## src/rtl/raxm_pkg.sv

```systemverilog
// raxm_pkg: shared constants and helpers for the wb_raxm_mac approximate MAC.
//   - Register byte offsets within the 256-byte Wishbone window
//   - CTRL / STATUS bit positions
//   - ke_clamp(): limits the truncation level to WIDTH-1
package raxm_pkg;

  localparam logic [7:0] REG_CTRL      = 8'h00;
  localparam logic [7:0] REG_OPA       = 8'h04;
  localparam logic [7:0] REG_OPB       = 8'h08;
  localparam logic [7:0] REG_STATUS    = 8'h0C;
  localparam logic [7:0] REG_RESULT_LO = 8'h10;
  localparam logic [7:0] REG_RESULT_HI = 8'h14;
  localparam logic [7:0] REG_ACC_LO    = 8'h18;
  localparam logic [7:0] REG_ACC_HI    = 8'h1C;

  localparam int CTRL_START   = 0;
  localparam int CTRL_ACC_EN  = 1;
  localparam int CTRL_ACC_CLR = 2;
  localparam int CTRL_LA_SEL  = 3;
  localparam int CTRL_K_LSB   = 8;
  localparam int CTRL_IRQ_EN  = 16;

  localparam int STATUS_BUSY = 0;
  localparam int STATUS_DONE = 1;
  localparam int STATUS_OVF  = 2;
  localparam int STATUS_ERR  = 3;

  // Truncating every operand bit would always give zero; cap at WIDTH-1.
  function automatic logic [4:0] ke_clamp(input logic [4:0] k, input int width);
    if (int'(k) > width - 1) return 5'(width - 1);
    return k;
  endfunction

endpackage

```

## src/rtl/raxm_mul_pipe.sv

```systemverilog
// raxm_mul_pipe: 3-stage truncated unsigned multiplier.
//   clk, rst      : clock, async active-high reset (valid bits only)
//   vld_in, a, b  : operand strobe and operands (WIDTH bits each)
//   ke            : clamped truncation level
//   vld_out       : product valid, three cycles after vld_in
//   product       : ((a>>ke)*(b>>ke))<<(2*ke), 2*WIDTH bits
//   occupied      : stage 0 or 1 holds an op (a new op cannot be accepted)
//   busy          : any stage holds an op
module raxm_mul_pipe #(
  parameter int WIDTH = 16
) (
  input  logic               clk,
  input  logic               rst,
  input  logic               vld_in,
  input  logic [WIDTH-1:0]   a,
  input  logic [WIDTH-1:0]   b,
  input  logic [4:0]         ke,
  output logic               vld_out,
  output logic [2*WIDTH-1:0] product,
  output logic               occupied,
  output logic               busy
);

  localparam int PW = 2 * WIDTH;

  function automatic logic [WIDTH-1:0] trunc_op(input logic [WIDTH-1:0] x,
                                                input logic [4:0] sh);
    return x >> sh;
  endfunction

  logic             vld_p0, vld_p1, vld_p2;
  logic [WIDTH-1:0] a_p0, b_p0;
  logic [4:0]       ke_p0, ke_p1;
  logic [PW-1:0]    prod_p1, prod_p2;

  always_ff @(posedge clk or posedge rst) begin
    if (rst) begin
      vld_p0 <= 1'b0;
      vld_p1 <= 1'b0;
      vld_p2 <= 1'b0;
    end else begin
      vld_p0 <= vld_in;
      vld_p1 <= vld_p0;
      vld_p2 <= vld_p1;
    end
  end

  always_ff @(posedge clk) begin
    // stage 0: drop the ke low bits of each operand
    a_p0  <= trunc_op(a, ke);
    b_p0  <= trunc_op(b, ke);
    ke_p0 <= ke;
    // stage 1: multiply the truncated operands
    prod_p1 <= PW'(a_p0) * PW'(b_p0);
    ke_p1   <= ke_p0;
    // stage 2: restore magnitude; cannot overflow since each factor < 2^(WIDTH-ke)
    prod_p2 <= prod_p1 << {ke_p1, 1'b0};
  end

  assign vld_out  = vld_p2;
  assign product  = prod_p2;
  assign occupied = vld_p0 | vld_p1;
  assign busy     = vld_p0 | vld_p1 | vld_p2;

endmodule

```

## src/rtl/wb_raxm_mac.sv

```systemverilog
// wb_raxm_mac: Wishbone-slave approximate multiply-accumulate engine.
//   wb_clk_i, wb_rst_i        : clock, async active-high reset
//   wbs_* (cyc/stb/we/sel/adr/dat_i, ack/dat_o) : classic Wishbone slave,
//                               256-byte window at BASE_ADDR, 2 cycles/access
//   la_data_in                : alternate operands [2W-1:0] and start edge [63]
//   la_data_out               : {STATUS[3:0], 28'b0, RESULT[31:0]}, one cycle late
//   irq_o                     : STATUS.done & CTRL.irq_en
module wb_raxm_mac #(
  parameter int          WIDTH     = 16,
  parameter int          ACC_W     = 2 * WIDTH + 8,
  parameter logic [31:0] BASE_ADDR = 32'h3000_0000
) (
  input  logic        wb_clk_i,
  input  logic        wb_rst_i,
  input  logic        wbs_cyc_i,
  input  logic        wbs_stb_i,
  input  logic        wbs_we_i,
  input  logic [3:0]  wbs_sel_i,
  input  logic [31:0] wbs_adr_i,
  input  logic [31:0] wbs_dat_i,
  output logic        wbs_ack_o,
  output logic [31:0] wbs_dat_o,
  input  logic [63:0] la_data_in,
  output logic [63:0] la_data_out,
  output logic        irq_o
);
  import raxm_pkg::*;

  localparam int PW = 2 * WIDTH;

  function automatic logic [31:0] be_merge(input logic [31:0] cur,
                                           input logic [31:0] wdat,
                                           input logic [3:0]  sel);
    logic [31:0] r;
    r = cur;
    for (int i = 0; i < 4; i++)
      if (sel[i]) r[8*i +: 8] = wdat[8*i +: 8];
    return r;
  endfunction

  logic             ack, la_prev;
  logic [31:0]      dat, rdata, ctrl_rd, ctrl_new;
  logic [63:0]      la_out, res64, acc64;
  logic             acc_en, la_sel, irq_en;
  logic [4:0]       k, ke;
  logic [WIDTH-1:0] opa, opb, op_a, op_b;
  logic [PW-1:0]    result, product;
  logic [ACC_W-1:0] acc;
  logic [ACC_W:0]   acc_sum;
  logic             done, ovf, err;
  logic [3:0]       status;
  logic             hit, req, wr_hit, wr_ctrl;
  logic             start_req, start_go, acc_clr;
  logic             vld_out, occupied, busy;
  logic [7:0]       off;
  logic             unused_bits;

  assign hit     = wbs_adr_i[31:8] == BASE_ADDR[31:8];
  assign off     = {wbs_adr_i[7:2], 2'b00};
  assign req     = wbs_cyc_i & wbs_stb_i & hit & ~ack;
  // Writes land while ack is high; Wishbone holds address/data through the ack.
  assign wr_hit  = ack & wbs_cyc_i & wbs_stb_i & wbs_we_i & hit;
  assign wr_ctrl = wr_hit && (off == REG_CTRL);

  assign ctrl_rd  = {15'd0, irq_en, 3'd0, k, 4'd0, la_sel, 1'b0, acc_en, 1'b0};
  assign ctrl_new = be_merge(ctrl_rd, wbs_dat_i, wbs_sel_i);
  assign acc_clr  = wr_ctrl & wbs_sel_i[0] & wbs_dat_i[CTRL_ACC_CLR];

  // The two start sources are mutually exclusive by la_sel.
  assign start_req = la_sel ? (la_data_in[63] & ~la_prev)
                            : (wr_ctrl & wbs_sel_i[0] & wbs_dat_i[CTRL_START]);
  // The last stage frees up in its completion cycle, so only stages 0/1 block.
  assign start_go  = start_req & ~occupied;
  assign op_a      = la_sel ? la_data_in[WIDTH-1:0]    : opa;
  assign op_b      = la_sel ? la_data_in[PW-1:WIDTH]   : opb;
  assign ke        = ke_clamp(k, WIDTH);

  raxm_mul_pipe #(.WIDTH(WIDTH)) u_pipe (
    .clk      (wb_clk_i),
    .rst      (wb_rst_i),
    .vld_in   (start_go),
    .a        (op_a),
    .b        (op_b),
    .ke       (ke),
    .vld_out  (vld_out),
    .product  (product),
    .occupied (occupied),
    .busy     (busy)
  );

  assign status  = {err, ovf, done, busy};
  assign res64   = 64'(result);
  assign acc64   = 64'(acc);
  assign acc_sum = {1'b0, acc} + (ACC_W + 1)'(product);

  always_comb begin
    rdata = '0;
    case (off)
      REG_CTRL:      rdata = ctrl_rd;
      REG_OPA:       rdata = 32'(opa);
      REG_OPB:       rdata = 32'(opb);
      REG_STATUS:    rdata = {28'd0, status};
      REG_RESULT_LO: rdata = res64[31:0];
      REG_RESULT_HI: rdata = res64[63:32];
      REG_ACC_LO:    rdata = acc64[31:0];
      REG_ACC_HI:    rdata = acc64[63:32];
      default:       rdata = '0;
    endcase
  end

  always_ff @(posedge wb_clk_i or posedge wb_rst_i) begin
    if (wb_rst_i) begin
      ack     <= 1'b0;
      dat     <= '0;
      la_prev <= 1'b0;
      la_out  <= '0;
      acc_en  <= 1'b0;
      la_sel  <= 1'b0;
      k       <= '0;
      irq_en  <= 1'b0;
      opa     <= '0;
      opb     <= '0;
      result  <= '0;
      acc     <= '0;
      done    <= 1'b0;
      ovf     <= 1'b0;
      err     <= 1'b0;
    end else begin
      ack     <= req;
      dat     <= (req && !wbs_we_i) ? rdata : '0;
      la_prev <= la_data_in[63];
      la_out  <= {status, 28'd0, res64[31:0]};

      if (wr_ctrl) begin
        acc_en <= ctrl_new[CTRL_ACC_EN];
        la_sel <= ctrl_new[CTRL_LA_SEL];
        k      <= ctrl_new[CTRL_K_LSB +: 5];
        irq_en <= ctrl_new[CTRL_IRQ_EN];
      end
      if (wr_hit && off == REG_OPA) opa <= WIDTH'(be_merge(32'(opa), wbs_dat_i, wbs_sel_i));
      if (wr_hit && off == REG_OPB) opb <= WIDTH'(be_merge(32'(opb), wbs_dat_i, wbs_sel_i));

      // W1C first so a same-cycle hardware set wins.
      if (wr_hit && off == REG_STATUS) begin
        done <= done & ~wbs_dat_i[STATUS_DONE];
        ovf  <= ovf  & ~wbs_dat_i[STATUS_OVF];
        err  <= err  & ~wbs_dat_i[STATUS_ERR];
      end
      if (start_req && occupied) err <= 1'b1;
      if (vld_out) begin
        result <= product;
        done   <= 1'b1;
      end

      // A clear in the completion cycle drops that product from the sum.
      if (acc_clr) acc <= '0;
      else if (vld_out && acc_en) begin
        acc <= acc_sum[ACC_W-1:0];
        if (acc_sum[ACC_W]) ovf <= 1'b1;
      end
    end
  end

  assign wbs_ack_o   = ack;
  assign wbs_dat_o   = dat;
  assign la_data_out = la_out;
  assign irq_o       = done & irq_en;
  assign unused_bits = ^{wbs_adr_i[1:0], la_data_in};

endmodule

```

## config.mk

```make
export PLATFORM = sky130hd
export DESIGN_NAME = wb_raxm_mac
export DESIGN_NICKNAME = d
export VERILOG_FILES = /design/src/rtl/raxm_pkg.sv /design/src/rtl/raxm_mul_pipe.sv /design/src/rtl/wb_raxm_mac.sv
export SDC_FILE = /design/constraint.sdc
export NUM_CORES = 1
export LEC_CHECK = 0
export ABC_AREA = 1
export CAP_MARGIN = 10
export CORE_MARGIN = 10
export CORE_UTILIZATION = 41
export DETAILED_ROUTE_END_ITERATION = 10
export GPL_TIMING_DRIVEN = 0
export PLACE_DENSITY = 0.61
export SYNTH_ARGS = -nofsm -noshare
export SYNTH_HDL_FRONTEND = slang
export SYNTH_HIERARCHICAL = 1
export SYNTH_SLANG_ARGS = --single-unit
export TNS_END_PERCENT = 30
```

## constraint.sdc

```tcl
create_clock -name wb_clk_i -period 6.1 [get_ports wb_clk_i]
set_input_delay 0.61 -clock wb_clk_i [delete_from_list [all_inputs] [get_ports wb_clk_i]]
set_output_delay 0.61 -clock wb_clk_i [all_outputs]
set_load 0.01 [all_outputs]
```

==> out/metrics.yaml, run 1 <==
critPathSlowestCell: "fa_1"
wl_per_cell_um: 17.3
wirelength_mm: 76.2
antenna_found_initial: 3
worstMarginPinSlew_ns: 0.687
power_frac_clock_pct: 48.5
cts_max_level: 1
rsz0062_at_grt: "true"
yosysSeqAreaShare_pct: 28.0
status: "finished clean"
synth_area_leaders: "dfrtp_1 (19%), nand2_1 (18%), fa_1 (16%), inv_1 (9.3%), dfxtp_1 (8.7%)"
first_global_vias: 20900
critPathCaptureType: "flop"
synth_seq_cells: 294
start_util_pct: 41.4
layout-drive-gt1-share_pct: 5.76
start_kind: "flop"
cpMostUsedCell: "fa_1"
finalNetCount: 4071
dp_cells: 4361
gp_congestion: 0.948
sw_frac_of_total_pct: 21.6
max_freq_mhz: 172
insertion_delay_ns: 0.58
finalCritPeriodShare_pct: 95.3
relSlewSlack_pct: 54.2
grt_use_total_pct: 21.2
synth_ff_type: "dfrtp_1"
die_w_um: 264
viasPerCell: 4.87
post-dp-hpwl_mm: 62.8
ir_drop_uv: 178
num_rows: 89
core-area_sq_mm: 0.0589
setup_viol: 0
synthCells: 3400
total_power_w: 0.00403
ioPinCount: 235
cts_root_buf: "clkbuf_16"
ys_warn_count: 6
area_delta_synth_final_pct: 15.4
cellPowerDensity_mw_per_mm2: 143
vias: 21458
cp_num_buf_inv: 5
cts_resized: 7
grt_overflow: 0
fillCellCount: 6026
switchingPower_w: 0.000871
pwr-share-seq_pct: 48.1
hold_viol: 0
grt_pass1_wl_mm: 118
power_frac_comb_pct: 3.3
cts_made_buffers: 31
cap_viol_max_count: 0
crit_path_max_incr_delay_ns: 0.57
crit_type: "reg2reg"
grt_max_degree: 103
cts_buffer_depth: 3
ys_types: 54
clk_pin_slew_worst_paths_ns: 0.07
async_flop_share_pct: 63.9
setup_tns_ns: 0
critPathRequiredTime_ns: 6.56
cts_tree: "yes"
netlist.area_leader.share_pct: 19.3
cts.sinks: 294
synth_area_sq_mm: 0.0244
post_cts_buffers: 0
worstPathArrival_ns: 6.28
drt_iter0_drc: 1278
intPower_w: 0.00316
ant_nets: 0
die_height_um: 264
skew_ns: 0.0276
crit_family: "adder cells"
worstPathCellList: "clkbuf_1, clkbuf_2, nand2_1, fa_1, fa_1, fa_1, inv_1, fa_1, fa_1, inv_1, fa_1, inv_1, ha_1, nand2_1, nor2_2, nand3_1, nand3_1, nand2_1, nand3_1, nand2_1"
path_max_fanout: 10
drc_errors: 0
report.final.slew_viol_count: 0
stdcell_count: 4403
cts_hold_buf: 0
die-area_sq_mm: 0.0696
hp-class: "reg2reg"
numPortBuffers: 157
drtPass1Iterations: 9
fin_crit_ns: 5.81
postSynthAreaPerCell_sq_um: 7.16
leakage_nw: 15.3
synth_enable_flop_cells: 0
synth_top_cell_by_area: "dfrtp_1"
-- registers in the layout, indices dropped and copies added, names as in the netlist --
name and count:
irq_en 1, u_pipe/ke_p0 5, done 1, u_pipe/vld_p1 1, la_sel 1, opa 16
la_prev 1, k 5, u_pipe/vld_p0 1, ovf 1, result 32, wbs_dat_o 32
la_data_out 36, wbs_ack_o 1, acc 40, err 1, u_pipe/a_p0 16, u_pipe/ke_p1 5
opb 16, u_pipe/b_p0 16, u_pipe/product 32, u_pipe/vld_out 1, u_pipe/prod_p1 32, acc_en 1
-- Yosys cell counts (7+ instances only) --
master,count
o211ai_1,10
buf_6,7
nor3_1,7
xor2_1,20
o22ai_1,14
xnor2_1,20
o21ai_1,62
a22oi_1,23
nor2_1,204
dfxtp_1,106
nand3_1,135
fa_1,195
o21ai_0,122
inv_2,8
a31oi_1,7
and2_1,8
inv_1,603
clkbuf_1,91
nand2_2,7
buf_2,28
a21oi_1,78
or2_2,9
dfrtp_1,188
nand2_1,1189
nand4_1,15
ha_1,136
a221oi_1,9
buf_4,36
-- metal layers --
layer	up-vias	GRT usage, %	part of all wire, %
met5	-	0	0
met4	0	6.86	3.0
met3	94	1.94	4.5
met2	543	36.4	49
met1	10177	27.7	44
li1	10644	-	-
-- final cells by class --
| class | instances | area (sq um) | share of cell area [%] |
|---|---|---|---|
| repair buffers | 158 | 1600 | 5.69 |
| multi-input cells | 2356 | 14500 | 51.5 |
| inverters | 614 | 2320 | 8.24 |
| well taps | 773 | 967 | 3.44 |
| clock inverters | 9 | 63.8 | 0.227 |
| flip-flops and latches | 294 | 6830 | 24.3 |
| clock buffers | 48 | 1020 | 3.62 |
| plain buffers | 148 | 840 | 2.99 |
| diodes | 3 | 7.51 | 0.0267 |
-- kinds of logic after synthesis --
logic type,after synthesis,synth area share [%]
buffers and inverters,780,13.0
DFF,294,28.0
and+or+nand+nor,1602,26.3
adders and majority gates,331,23.0
muxes,1,0.0462
other,1,0.0154
xor gates and xnor gates,40,1.44
AOI/OAI and AO/OA,351,8.15
-- worst register-to-register path, delay by kind of cell, from the launching register on --
kind / cells / cell delay (ns)
adders and majority gates: 7 / 3.48
and+or+nand+nor: 8 / 0.99
DFF: 1 / 0.32
buffers and inverters: 5 / 0.91
-- path summary, 6_finish.rpt --
| kind | startpoint | end | slack, ns | cells after the start |
|---|---|---|---|---|
| worst max register to register | u_pipe/a_p0[12] | u_pipe/prod_p1[31] | 0.29 | 20 |
| max in group asynchronous | wb_rst_i | wbs_dat_o[18] | 4.64 | 3 |
| min in group asynchronous | wb_rst_i | u_pipe/vld_out | 0.38 | 2 |
| worst min register to register | u_pipe/ke_p0[3] | u_pipe/ke_p1[3] | 0.33 | 0 |
| worst min-delay path | u_pipe/ke_p0[3] | u_pipe/ke_p1[3] | 0.33 | 0 |
| worst max-delay path | u_pipe/a_p0[12] | u_pipe/prod_p1[31] | 0.29 | 20 |
-- power by group through the flow --
stage               Sequential, W  Clock [W]  Combinational (W)
floorplan                 0.00198          0          0.0000569
global placement          0.00198          0           0.000131
detailed placement        0.00198          0           0.000135
CTS                       0.00194    0.00199           0.000135
global route              0.00194    0.00207           0.000146
finish                    0.00194    0.00196           0.000134
-- cells in the final DEF (no fill, tap or decap), types with 20 or more instances in the layout --
| cell type | instances |
|---|---|
| buf_4 | 36 |
| a22oi_1 | 23 |
| inv_1 | 602 |
| nand2_1 | 1189 |
| clkbuf_1 | 48 |
| ha_1 | 136 |
| fa_1 | 195 |
| xnor2_1 | 20 |
| buf_2 | 31 |
| nor2_1 | 203 |
| dfxtp_1 | 105 |
| dfrtp_1 | 188 |
| o21ai_0 | 122 |
| o21ai_1 | 62 |
| xor2_1 | 20 |
| a21oi_1 | 78 |
| nand3_1 | 135 |
| clkdlybuf4s50_1 | 157 |
| conb_1 | 31 |
| clkbuf_2 | 28 |
| clkbuf_16 | 37 |
-- per-stage QoR --
step | util, % | cell area (sq um) | hold slack (ns) | setup WS [ns]
CTS | 47.8 | 28100 | 0.330 | 0.00351
floorplan | - | 24500 | 0.310 | 0.461
global placement | 45.9 | 27000 | 0.312 | -2.18
detailed placement | 45.9 | 27000 | 0.315 | -0.127
finish | 47.7 | 28100 | 0.331 | 0.287
global route | 47.7 | 28100 | 0.331 | -0.00163
No activity file was read; power rests on OpenSTA's default activity.
==> inputs of run 2 (changes only) <==
ABC_AREA = 0   (was 1)
PLACE_DENSITY = 0.62   (was 0.61)
==> run 2 against run 1 <==
Net effect:
- critical path depth grew 1
- count of clock-buffer cells in the layout shrank 11
- final area shrank 4.4%
- global-route usage shrank 0.30 points
- worst setup slack lost 0.21 ns
- worst hold slack lost 0.0015 ns
- sequential share of layout area grew 1.3 points
- highest routed layer is now met5
==> out/metrics.yaml, run 2 <==
status: "finished clean"
hp-class: "reg2reg"
synth_top_cell_by_area: "dfrtp_1"
finalNetCount: 3079  # -24%
synth_enable_flop_cells: 0  # unchanged
start_util_pct: 41.5  # +0.11 points
drt_iter0_drc: 1481  # +16%
rsz0062_at_grt: "true"
synthAdderAreaFrac_pct: 24.5  # +1.5 points
rrSetupSlack_ns: 0.08  # -0.21 ns
post_cts_buffers: 0  # unchanged
die_height_um: 256  # -2.8%
skew_ns: 0.0333  # +0.00579 ns
die_w_um: 256  # -2.8%
hold_depth: 0  # unchanged
crit_type: "reg2reg"
final_common_cell: "nand2_1"
die-area_sq_mm: 0.0657  # -5.6%
ant_nets: 0  # unchanged
numPortBuffers: 157  # unchanged
final_cell_mix: "nand2_1 (268), inv_1 (247), fa_1 (195)"
cts_made_buffers: 31  # unchanged
vias: 18356  # -14%
fin_crit_ns: 6.02  # +0.207 ns
synth_area_sq_mm: 0.0229  # -6.0%
cts.sinks: 294  # unchanged
cap_viol_max_count: 0  # unchanged
worstRegToRegCells: 21  # +5.0%
num_rows: 86  # -3.4%
ioPinCount: 235  # unchanged
ys_warn_count: 6  # unchanged
max_freq_mhz: 166  # -3.4%
grt_overflow: 0  # unchanged
synth-compound-area-share_pct: 12.0  # +3.8 points
critPathCaptureType: "flop"
grt_pass1_wl_mm: 110  # -7.2%
hold_viol: 0  # unchanged
postSynthAreaPerCell_sq_um: 9.58  # +34%
n_antenna_cell: 0  # -3
synth.most_common_cell: "nand2_1"
critPathSlowestCell: "fa_1"
leakage_nw: 12.6  # -18%
wl_per_cell_um: 20.8  # +20%
grt_use_total_pct: 20.9  # -0.30 points
top_register: "acc"
setup_tns_ns: 0  # unchanged
clk_pin_slew_worst_paths_ns: 0.06  # about the same
synth_commonest_cells: "nand2_1 (268), inv_1 (248), fa_1 (195)"
path_max_fanout: 10  # unchanged
start_kind: "flop"
insertion_delay_ns: 0.59  # about the same
async_flop_share_pct: 63.9  # unchanged
synthCells: 2388  # -30%
layout-drive-gt1-share_pct: 12.8  # +7.0 points
first_global_vias: 18655  # -11%
synth-simple-area-share_pct: 14.5  # -12 points
ir_drop_uv: 207  # +16%
viasPerCell: 5.42  # +11%
area_delta_synth_final_pct: 17.4
relSlewSlack_pct: 45.5  # -8.7 points
gp_congestion: 0.959  # +1.2%
finalCritPeriodShare_pct: 98.7  # +3.4 points
synth_area_leaders: "dfrtp_1 (21%), fa_1 (17%), dfxtp_1 (9.3%), ha_1 (7.4%), mux2_2 (5.8%)"
core-area_sq_mm: 0.0552  # -6.3%
worstPathArrival_ns: 6.51  # +0.23 ns
report.final.slew_viol_count: 0  # unchanged
critPathRequiredTime_ns: 6.59  # +0.03 ns
synth_top_family_by_area: "adder cells"
synth_ff_type: "dfrtp_1"
crit_path_max_incr_delay_ns: 0.61  # +0.04 ns
cts_max_level: 1  # unchanged
wirelength_mm: 70.5  # -7.5%
worstMarginPinSlew_ns: 0.811  # +0.124 ns
antenna_found_initial: 4  # +1
largest_register_ffs: 40  # unchanged
synth.area.mux_share_pct: 10.1  # +10 points
synth_xor_area_share_pct: 1.84  # +0.40 points
cpMostUsedCell: "fa_1"
netlist.area_leader.share_pct: 20.6  # +1.2 points
holdWs_ns: 0.330  # -0.00149 ns
drtPass1Iterations: 5  # -4
ys_types: 80  # +48%
cts_buffer_depth: 3  # unchanged
setup_viol: 0  # unchanged
drc_errors: 0  # unchanged
grt_max_degree: 98  # -4.9%
cellPowerDensity_mw_per_mm2: 149  # +3.7%
worstPathCellList: "buf_4, and2_1, fa_1, inv_1, fa_1, fa_1, inv_1, fa_1, fa_1, inv_1, fa_1, inv_1, ha_1, buf_2, a21oi_2, o21ai_1, a211o_1, a21oi_1, o21ai_2, a221oi_2, xnor2_1"
post-dp-hpwl_mm: 56.8  # -9.6%
cts_tree: "yes"
yosysSeqAreaShare_pct: 29.8  # +1.8 points
cts_root_buf: "clkbuf_16"
synth_seq_cells: 294  # unchanged
[run 2: changes by cell type after synthesis, sizes merged, moves of 59 or more]
cell | before | now
a21oi | 82 | 151
and2 | 10 | 116
inv | 612 | 249
mux2 | 1 | 117
mux2i | 0 | 79
nand2 | 1197 | 268
nand3 | 138 | 28
nor2 | 213 | 154
o21ai | 188 | 53
[run 2: what timing repair did]
item,4_1_cts,5_1_grt
resized for setup,92,40
hold endpoints to repair,0,0
hold buffers,0,0
gates cloned,0,0
endpoints found under the setup margin,12,6
[run 2: final cells by class]
class / instances / area, sq um
well taps: 748 / 936
repair buffers: 158 / 1600
multi-input cells: 1731 / 14600
clock buffers: 37 / 828
clock inverters: 21 / 211
flip-flops and latches: 294 / 6880
fillers: 5179 / 28300
inverters: 250 / 946
plain buffers: 145 / 911
[run 2: worst paths after layout]
check,from,to
setup / recovery,u_pipe/b_p0[6],u_pipe/prod_p1[30]
max in group asynchronous,wb_rst_i,acc[8]
setup reg to reg,u_pipe/b_p0[6],u_pipe/prod_p1[30]
min in group asynchronous,wb_rst_i,u_pipe/vld_out
hold / removal,u_pipe/ke_p0[2],u_pipe/ke_p1[2]
hold reg to reg,u_pipe/ke_p0[2],u_pipe/ke_p1[2]
[run 2: worst max-delay path, delay by kind of cell, from the launching register on]
family / cells / cell delay, ns
AND/OR/NAND/NOR: 1 / 0.17
buffers and inverters: 6 / 0.62
flip-flops: 1 / 0.37
XOR/XNOR: 1 / 0.19
adder cells (fa/ha/maj): 7 / 3.48
AO/OA/AOI/OAI: 6 / 1.09
[run 2: metal layers]
layer	track usage, %	up-vias	wire, um	part of all wire, %
met5	0	-	23	0.033
met4	7.65	4	2610	3.7
met3	2.76	134	4620	6.6
met2	35.4	686	34000	48
met1	26.8	9166	29300	41
li1	-	8366	-	-
[run 2: report_power, final]
part	internal, W	switching, W	total (W)
logic	0.0000691	0.0000644	0.000134
clock network	0.00110	0.000820	0.00192
registers	0.00194	0.000000717	0.00194
[run 2: kinds of logic after synthesis]
group / Yosys count
DFF: 294
buffers and inverters: 397
AOI/OAI and AO/OA: 420
and+or+nand+nor: 692
other: 1
xor gates and xnor gates: 48
muxes: 205
adders and majority gates: 331
[run 2: through the flow]
step	util [%]	total power, W	cells	cell area [sq um]	worst slack (ns)
finish	48.7	0.00399	3384	26900	0.0799
global route	48.7	0.00411	3384	26900	-0.0765
CTS	48.5	0.00402	3385	26800	-0.00729
detailed placement	46.3	0.00211	3328	25600	-0.585
global placement	46.2	0.00211	3327	25500	-1.90
floorplan	-	0.00203	2422	23000	0.461
